==> src/rtl/exc_pkg.sv <==
// Shared types and cause codes for the exception/interrupt controller.
// Cause codes are 4 bits wide; IRQ causes carry the channel in the low bits.
package exc_pkg;

  typedef enum logic [1:0] {
    IDLE,
    TAKE,
    HANDLER
  } exc_state_e;

  localparam logic [3:0] ESTATUS_NONE     = 4'b0000;
  localparam logic [3:0] ESTATUS_INVOP    = 4'b0010;
  localparam logic [3:0] ESTATUS_IRQ_BASE = 4'b1000;

  function automatic logic [3:0] irq_code(input logic [2:0] k);
    return ESTATUS_IRQ_BASE | {1'b0, k};
  endfunction

endpackage

==> src/rtl/irq_prio_enc.sv <==
// Fixed-priority encoder: lowest set index of req wins.
// valid is low and idx is zero when no request bit is set.
module irq_prio_enc #(
  parameter int N = 4,
  localparam int IW = (N > 1) ? $clog2(N) : 1
) (
  input  logic [N-1:0]  req,
  output logic          valid,
  output logic [IW-1:0] idx
);

  assign valid = |req;

  // Scan from the top so the lowest set index is written last.
  always_comb begin
    idx = '0;
    for (int i = N - 1; i >= 0; i--) begin
      if (req[i]) idx = IW'(i);
    end
  end

endmodule

==> src/rtl/exc_irq_ctrl.sv <==
// Exception/interrupt controller: pending IRQ latches, fixed-priority
// cause select, Exc/ExcAck/ERet handshake, ELR and EStatus registers.
module exc_irq_ctrl
  import exc_pkg::*;
#(
  parameter int N_IRQ     = 4,
  parameter int ESTATUS_W = 4,
  parameter int PC_W      = 64
) (
  input  logic                 clk,
  input  logic                 reset,
  input  logic [N_IRQ-1:0]     ExtIRQ,
  input  logic [N_IRQ-1:0]     IrqMask,
  input  logic                 NotAnInstr,
  input  logic                 ERet,
  input  logic                 ExcAck,
  input  logic [PC_W-1:0]      PC,
  output logic                 Exc,
  output logic [N_IRQ-1:0]     ExtIAck,
  output logic [ESTATUS_W-1:0] EStatus,
  output logic [PC_W-1:0]      ELR,
  output logic                 DoubleFault
);

  localparam int IDX_W = (N_IRQ > 1) ? $clog2(N_IRQ) : 1;

  exc_state_e       state_q, state_d;
  logic [N_IRQ-1:0] pend_q, pend_d;
  logic [IDX_W-1:0] idx_q, idx_d;
  logic             irq_cause_q, irq_cause_d;
  logic [3:0]       est_q, est_d;
  logic [PC_W-1:0]  elr_q, elr_d;
  logic             dfault_q, dfault_d;

  logic [N_IRQ-1:0] irq_req;
  logic [N_IRQ-1:0] ack;
  logic             enc_valid;
  logic [IDX_W-1:0] enc_idx;
  logic             req_any;
  logic [3:0]       req_code;
  logic             exc;

  assign irq_req = (pend_q | ExtIRQ) & IrqMask;

  irq_prio_enc #(
    .N (N_IRQ)
  ) u_enc (
    .req   (irq_req),
    .valid (enc_valid),
    .idx   (enc_idx)
  );

  assign req_any = NotAnInstr | enc_valid;

  // Cause code of the current winner; invalid opcode beats every IRQ.
  always_comb begin
    req_code = ESTATUS_NONE;
    if (NotAnInstr)     req_code = ESTATUS_INVOP;
    else if (enc_valid) req_code = irq_code(3'(enc_idx));
  end

  // Handshake next-state, register updates and acknowledge pulse.
  always_comb begin
    state_d     = state_q;
    idx_d       = idx_q;
    irq_cause_d = irq_cause_q;
    est_d       = est_q;
    elr_d       = elr_q;
    dfault_d    = dfault_q;
    exc         = 1'b0;
    ack         = '0;
    unique case (state_q)
      IDLE: begin
        exc = req_any;
        if (req_any) begin
          elr_d       = PC;
          est_d       = req_code;
          irq_cause_d = ~NotAnInstr;
          idx_d       = enc_idx;
          if (ExcAck) begin
            state_d = HANDLER;
            if (!NotAnInstr) ack = N_IRQ'(1) << enc_idx;
          end else begin
            state_d = TAKE;
          end
        end
      end
      TAKE: begin
        exc = 1'b1;
        if (ExcAck) begin
          state_d = HANDLER;
          if (irq_cause_q) ack = N_IRQ'(1) << idx_q;
        end
      end
      HANDLER: begin
        if (NotAnInstr) dfault_d = 1'b1;
        if (ERet) begin
          state_d = IDLE;
          est_d   = ESTATUS_NONE;
        end
      end
      default: state_d = IDLE;
    endcase
    if (reset) ack = '0;
    pend_d = (pend_q | ExtIRQ) & ~ack;
  end

  // State and architectural registers, synchronous reset.
  always_ff @(posedge clk) begin
    if (reset) begin
      state_q     <= IDLE;
      pend_q      <= '0;
      idx_q       <= '0;
      irq_cause_q <= 1'b0;
      est_q       <= ESTATUS_NONE;
      elr_q       <= '0;
      dfault_q    <= 1'b0;
    end else begin
      state_q     <= state_d;
      pend_q      <= pend_d;
      idx_q       <= idx_d;
      irq_cause_q <= irq_cause_d;
      est_q       <= est_d;
      elr_q       <= elr_d;
      dfault_q    <= dfault_d;
    end
  end

  assign Exc         = exc & ~reset;
  assign ExtIAck     = ack;
  assign EStatus     = reset ? '0 :
                       ESTATUS_W'((state_q == IDLE) ? req_code : est_q);
  assign ELR         = elr_q;
  assign DoubleFault = dfault_q;

endmodule
==> config.mk <==
export PLATFORM = sky130hd
export DESIGN_NAME = exc_irq_ctrl
export DESIGN_NICKNAME = d
export VERILOG_FILES = /design/src/rtl/exc_pkg.sv /design/src/rtl/irq_prio_enc.sv /design/src/rtl/exc_irq_ctrl.sv
export SDC_FILE = /design/constraint.sdc
export NUM_CORES = 1
export LEC_CHECK = 0
export CAP_MARGIN = 20
export CORE_UTILIZATION = 26
export DETAILED_ROUTE_END_ITERATION = 7
export GPL_ROUTABILITY_DRIVEN = 0
export HOLD_SLACK_MARGIN = 0.03
export PLACE_DENSITY_LB_ADDON = 0.2
export REMOVE_ABC_BUFFERS = 1
export SYNTH_ARGS = -nofsm -noshare
export SYNTH_HDL_FRONTEND = slang
export SYNTH_HIERARCHICAL = 1
export SYNTH_SLANG_ARGS = --single-unit
==> constraint.sdc <==
create_clock -name clk -period 1.85 [get_ports clk]
set_input_delay 0.37 -clock clk [delete_from_list [all_inputs] [get_ports clk]]
set_output_delay 0.37 -clock clk [all_outputs]
set_load 0.005 [all_outputs]
==> results of run 1 <==
## worst max-delay path by stage
stage | to | slack, ps | cells after the start
2_1_floorplan | ELR[0]$_SDFFE_PP0N_ | -1350 | 7
3_3_place_gp | ExtIAck[1] | -980 | 9
3_5_place_dp | ExtIAck[1] | -1020 | 9
4_1_cts | ExtIAck[2] | -420 | 11
5_1_grt | ExtIAck[3] | -480 | 11
6_report | ExtIAck[3] | -400 | 11
## where the power goes
part | switching (uW) | leakage (uW) | total, uW | internal (uW)
registers | 74.7 | 0.000637 | 1880 | 1800
logic | 576 | 0.00165 | 1310 | 730
clock network | 700 | 0.000150 | 1820 | 1120
total | 1350 | 0.00243 | 5000 | 3650
## stage by stage
stage	total power (uW)	utilization (%)	worst slack (ps)	area [um^2]
floorplan	2258	-	-1349	2993
global placement	2934	42.02	-975.2	5026
detailed placement	2944	42.02	-1020	5026
CTS	4862	46.92	-420.0	5613
global route	5233	51.95	-476.4	6213
finish	5005	51.95	-404.9	6213
## routing by layer
layer | share of wire [%] | vias up
met1 | 44 | 1788
li1 | - | 1798
met2 | 47 | 118
met5 | 0 | -
met4 | 1.6 | 0
met3 | 7.6 | 13
## layout make-up
type	instances	area share (%)
Clock buffer	13	4.188
Timing Repair Buffer	221	36.89
Clock inverter	3	0.7048
Sequential cell	77	24.89
Multi-Input combinational cell	273	30.25
Tap cell	147	2.960
Inverter	2	0.1208
## placed cells by master, fill, tap and decap left out, types with 8 or more instances in the layout
cell type	count
clkdlybuf4s50_1	132
dfxtp_1	73
a21oi_1	47
buf_4	43
o21ai_1	42
nand3_1	37
nand3_2	31
a21oi_2	27
o21ai_0	25
clkbuf_16	17
buf_6	13
nor2_1	9
dlygate4sd2_1	9
buf_12	8
## state kept, by name, indices dropped and copies added (netlist names)
name         flops
est_q            3
idx_q            2
state_q          2
pend_q           4
irq_cause_q      1
ELR             64
DoubleFault      1
## worst max-delay path, cell delays in order, from the launching register on
cell and delay (ps):
dfxtp_2 340, nor2_4 40, nor2b_4 140, nor2_4 50, buf_6 110, nor3_4 110
buf_6 130, buf_6 90, buf_4 100, nand4_1 140, a21oi_2 150, buf_2 130
## cells by family after synthesis
kind of cell	synth area share, %
AO/OA/AOI/OAI	25.81
AND/OR/NAND/NOR	19.34
flip-flops	48.33
buffers and inverters	6.395
other	0.1176
## cell usage after synthesis
library cell	number	area share (%)
inv_1	2	0.24
buf_6	1	0.35
or2_1	2	0.39
a22o_1	1	0.27
and4b_1	1	0.31
nand4b_1	1	0.27
buf_4	3	0.71
o211a_1	2	0.63
clkbuf_1	19	2.2
a21oi_1	75	12
nor2_2	1	0.20
o21ai_0	25	3.9
nand2_1	5	0.59
a21oi_2	1	0.27
nand4_1	3	0.59
a2bb2oi_1	1	0.27
and2_1	2	0.39
a211oi_1	2	0.47
dfxtp_1	77	48
nor2_1	15	1.8
nor2b_1	6	1.2
or2_2	1	0.20
nand3b_1	1	0.24
nand3_1	68	11
nor3_1	4	0.63
o21ai_1	42	6.6
nor4b_2	1	0.47
and4bb_1	1	0.39
nand2b_1	2	0.39
or4b_4	1	0.43
conb_1	1	0.12
buf_1	3	0.35
o2bb2ai_2	1	0.47
a21o_1	1	0.24
nor3b_1	1	0.24
buf_2	16	2.5
o31ai_1	3	0.71
a31oi_1	1	0.20
## timing repair
action	in CTS	in global routing
buffers inserted	24	8
pin swaps	14	24
setup endpoints to repair	74	76
hold endpoints to repair	0	0
gates cloned	1	12
resized for setup	59	85
==> flow_summary.toml, run 1 <==
[grt]
globalRouteMet2Util_pct = 28.85
grt.met3_usage_pct = 6.427
gr-total-overflow = 0
grt_antenna_before_repair = 0
grt.busiest_layer = "met2"
grt_start_max_net_pins = 71
grt_pass1_vias = 3570
grt_use_met1_pct = 21.76
grt_pass1_wl_um = 18110
grt.total_usage_pct = 18.13

[floorplan]
start_util_pct = 26.66
die_h_um = 112.8
ios = 151
core_um2 = 11960
rows = 40
dieArea_um2 = 12710
die_x_um = 112.8

[sta]
setup_viol = 9
tightest_slew_ps = 660.1
finalMaxSlewViolations = 0
maxSlewHeadroom_pct = 55.99
setup_ws_ps = -404.9
hold_violations = 0
min_period_over_period_pct = 121.9
fmax_ghz = 0.4435
post-route-min-period_ps = 2255
fin_worst_skew_ps = 4.517
rsz0062_at_grt = "true"
whs_ps = 450.4
setup_tns_ps = -2660

[clock_tree]
cts_made_buffers = 9
htreeDepth = 3
clkTransAtPathRegs_ps = 60
clk_path_buf_depth = 2
cts_hold_buf = 0
cts_root_buf = "clkbuf_16"
cts.sinks = 77
cts_tree = "yes"
clock_latency_ps = 340

[worst_setup_path]
worstReg2RegStart = "pend_q[3]$_SDFF_PP0_"
endpoint_kind = "output pin"
reg2reg_depth = 12
reg2reg_to = "pend_q[3]$_SDFF_PP0_"
crit_type = "flop to output pin"
worstSetupStartpoint = "pend_q[3]$_SDFF_PP0_"
cp.required_ps = 1480
cp-start-kind = "flop"
crit_arrival_ps = 1880
path_max_fanout = 4
r2r_slack_ps = 0

[detailed_routing]
wl_per_cell_um = 17.31
wl_um = 12740
num_vias = 3717
avgViaCountPerCell = 5.050
drcViolationCount = 0
postRouteAntennaNets = 0
drtIter0Drc = 125
firstDrtPassIters = 4

[synth]
avgSynthCellArea_um2 = 8.115
synth_cells = 393
syn_area_um2 = 3189
yosysWarnings = 6
ys_ff_latch = 77
synth_cell_types = 38
yosysSeqAreaShare_pct = 48.33

[run]
drv_cap = 0

[status]
outcome = "complete, but fails checks"
violations = "negative setup slack"

[hold_path]
min_path_cells = 3
hold_end = "ELR[58]$_SDFFE_PP0N_"
min_from = "reset"
min_path_type = "input pin to flop"

[cells_and_area]
stdcell_count = 736
regArea_um2 = 1546
nets = 661
area_delta_synth_final_pct = 94.82
fillerInstances = 1099
drive_above_1_share_pct = 31.07
multi_input_area_um2 = 1879
diodes = 0

[power_and_ir_drop]
total_leakage_power_uw = 0.002432
power.density_nw_per_um2 = 805.5
vdd_drop_max_v = 0.0004270

[placed_design]
portBuffers = 149
hpwlAfterDp_um = 6903
dp.cells = 682
(Power assumes the default switching activity.)
==> run 2: changes to the inputs <==
--- a/config.mk
+++ b/config.mk
@@ -8,7 +8,6 @@
 export CAP_MARGIN = 20
 export CORE_UTILIZATION = 26
 export DETAILED_ROUTE_END_ITERATION = 7
-export GPL_ROUTABILITY_DRIVEN = 0
 export HOLD_SLACK_MARGIN = 0.03
 export PLACE_DENSITY_LB_ADDON = 0.2
 export REMOVE_ABC_BUFFERS = 1
==> results of run 2 <==
Final layout, timing and power as in run 1 (identical DEF).
==> run 3: changes to the inputs <==
--- a/config.mk
+++ b/config.mk
@@ -8,9 +8,11 @@
 export CAP_MARGIN = 20
 export CORE_UTILIZATION = 26
 export DETAILED_ROUTE_END_ITERATION = 7
+export GPL_ROUTABILITY_DRIVEN = 0
 export HOLD_SLACK_MARGIN = 0.03
 export PLACE_DENSITY_LB_ADDON = 0.2
 export REMOVE_ABC_BUFFERS = 1
+export SETUP_SLACK_MARGIN = 0.05
 export SYNTH_ARGS = -nofsm -noshare
 export SYNTH_HDL_FRONTEND = slang
 export SYNTH_HIERARCHICAL = 1
==> run 3 against run 2 <==
The flow still finishes with violations (negative setup slack). Clock-buffer cell count unchanged. Clock power about the same. Final cell count increased by 0.14%. Largest cell class unchanged. Highest routed layer unchanged.
==> flow_summary.toml, run 3 (same netlist as run 1, synthesis figures left out) <==
[status]
outcome = "complete, but fails checks"
violations = "negative setup slack"

[cells_and_area]
finalCoreUtilization_pct = 51.82
final_cell_mix = "clkdlybuf4s50_1 (132), dfxtp_1 (73), a21oi_1 (46)"
fillerInstances = 1099
final_cell_area_um2 = 6198
drive_above_1_share_pct = 30.85
stdcell_count = 737
diodes = 0
area_delta_synth_final_pct = 94.35
largest_register_ffs = 64
nets = 662
mostFrequentLayoutCell = "clkdlybuf4s50_1"

[sta]
setup_ws_ps = -402.5
fmax_ghz = 0.4439
min_period_over_period_pct = 121.8
finalMaxSlewViolations = 0
setup_viol = 8
whs_ps = 454.5
maxSlewHeadroom_pct = 56.84
post-route-min-period_ps = 2253
fin_worst_skew_ps = 4.856
hold_violations = 0
tightest_slew_ps = 647.4
rsz0062_at_grt = "true"

[floorplan]
rows = 40
die_h_um = 112.8
dieArea_um2 = 12710
die_x_um = 112.8
ios = 151
core_um2 = 11960
start_util_pct = 26.66

[detailed_routing]
num_vias = 3709
drtIter0Drc = 108
avgViaCountPerCell = 5.033
wl_um = 12710
wl_per_cell_um = 17.25
drcViolationCount = 0
firstDrtPassIters = 4
postRouteAntennaNets = 0

[clock_tree]
cts_made_buffers = 9
cts_hold_buf = 0
cts_root_buf = "clkbuf_16"
clkTransAtPathRegs_ps = 60
cts_tree = "yes"
clk_path_buf_depth = 2
clock_latency_ps = 340
htreeDepth = 3
cts.sinks = 77

[grt]
grt_pass1_vias = 3600
grt_antenna_before_repair = 0
grt.total_usage_pct = 18.53
grt_pass1_wl_um = 18400
grt_start_max_net_pins = 71
gr-total-overflow = 0

[power_and_ir_drop]
switching_share_pct = 26.90
p_sw_uw = 1345
comb_power_share_pct = 26.0
p_clk_share_pct = 36.4
total_leakage_power_uw = 0.002428
power.density_nw_per_um2 = 806.4
vdd_drop_max_v = 0.0004269
seq_power_share_pct = 37.6
p_int_uw = 3654

[placed_design]
postPlaceCellArea_um2 = 5026
portBuffers = 149
pre_cts_slack_ps = -1020
hpwlAfterDp_um = 6903
dp.cells = 682

[worst_setup_path]
crit_type = "flop to output pin"
crit_arrival_ps = 1880
endpoint_kind = "output pin"
cp-start-kind = "flop"
path_max_fanout = 4
cp.required_ps = 1480

[run]
drv_cap = 0

[hold_path]
min_path_type = "input pin to flop"
==> run 3: changes by cell type in the layout (fill, tap and decap cells not counted), sizes merged <==
cell	change
buf	+3
clkbuf	-2
==> run 3: power groups by stage <==
stage | clock [uW] | sequential, uW | combinational (uW)
global placement | 0 | 1900 | 1030
CTS | 1860 | 1880 | 1140
floorplan | 0 | 1920 | 340
detailed placement | 0 | 1910 | 1040
global route | 1940 | 1890 | 1400
finish | 1820 | 1880 | 1300
==> run 3: timing repair <==
| item | 4_1_cts | 5_1_grt |
|---|---|---|
| resized for setup | 60 | 86 |
| buffers inserted | 27 | 7 |
| gates cloned | 2 | 10 |
| endpoints found under the setup margin | 75 | 77 |
| pin swaps | 15 | 24 |
==> run 3: path summary, 6_finish.rpt <==
kind                                 start                        to  slack (ps)  cells past startpoint
setup / recovery      pend_q[3]$_SDFF_PP0_                ExtIAck[3]        -400                     11
hold / removal                       reset      ELR[55]$_SDFFE_PP0N_         450                      3
setup reg to reg      pend_q[3]$_SDFF_PP0_      pend_q[3]$_SDFF_PP0_           0                     12
hold reg to reg   DoubleFault$_SDFFE_PP0P_  DoubleFault$_SDFFE_PP0P_         470                      2
==> run 3: stage by stage <==
step / power (uW) / setup TNS [ps]
2_1_floorplan: 2258 / -87000
3_3_place_gp: 2934 / -33840
3_5_place_dp: 2944 / -37560
4_1_cts: 4881 / -4360
5_1_grt: 5231 / -3907
6_report: 4998 / -2666
==> run 3: final cells by class <==
class,count,area (um^2),share of cell area [%]
timing repair buffer,222,2288,36.92
multi-input combinational,273,1868,30.14
sequential,77,1546,24.95
clock buffer,13,260.3,4.199
inverter,2,7.507,0.1211
clock inverter,3,43.79,0.7065
tap,147,183.9,2.967
==> run 3: metal layers <==
metal	GRT usage, %	vias to the layer above	share of wire (%)
met1	22.52	1781	44
li1	-	1795	-
met5	0	-	0
met4	8.978	0	1.6
met2	29.34	120	47
met3	6.320	13	7.4
==> run 3: worst max-delay path: stages, from the launching register on <==
cell and delay, ps:
dfxtp_2 340, nor2_4 40, nor2b_4 140, nor2_4 50, buf_6 110, nor3_4 110, buf_6 130, buf_6 90
buf_4 100, nand4_1 140, a21oi_2 150, buf_2 130
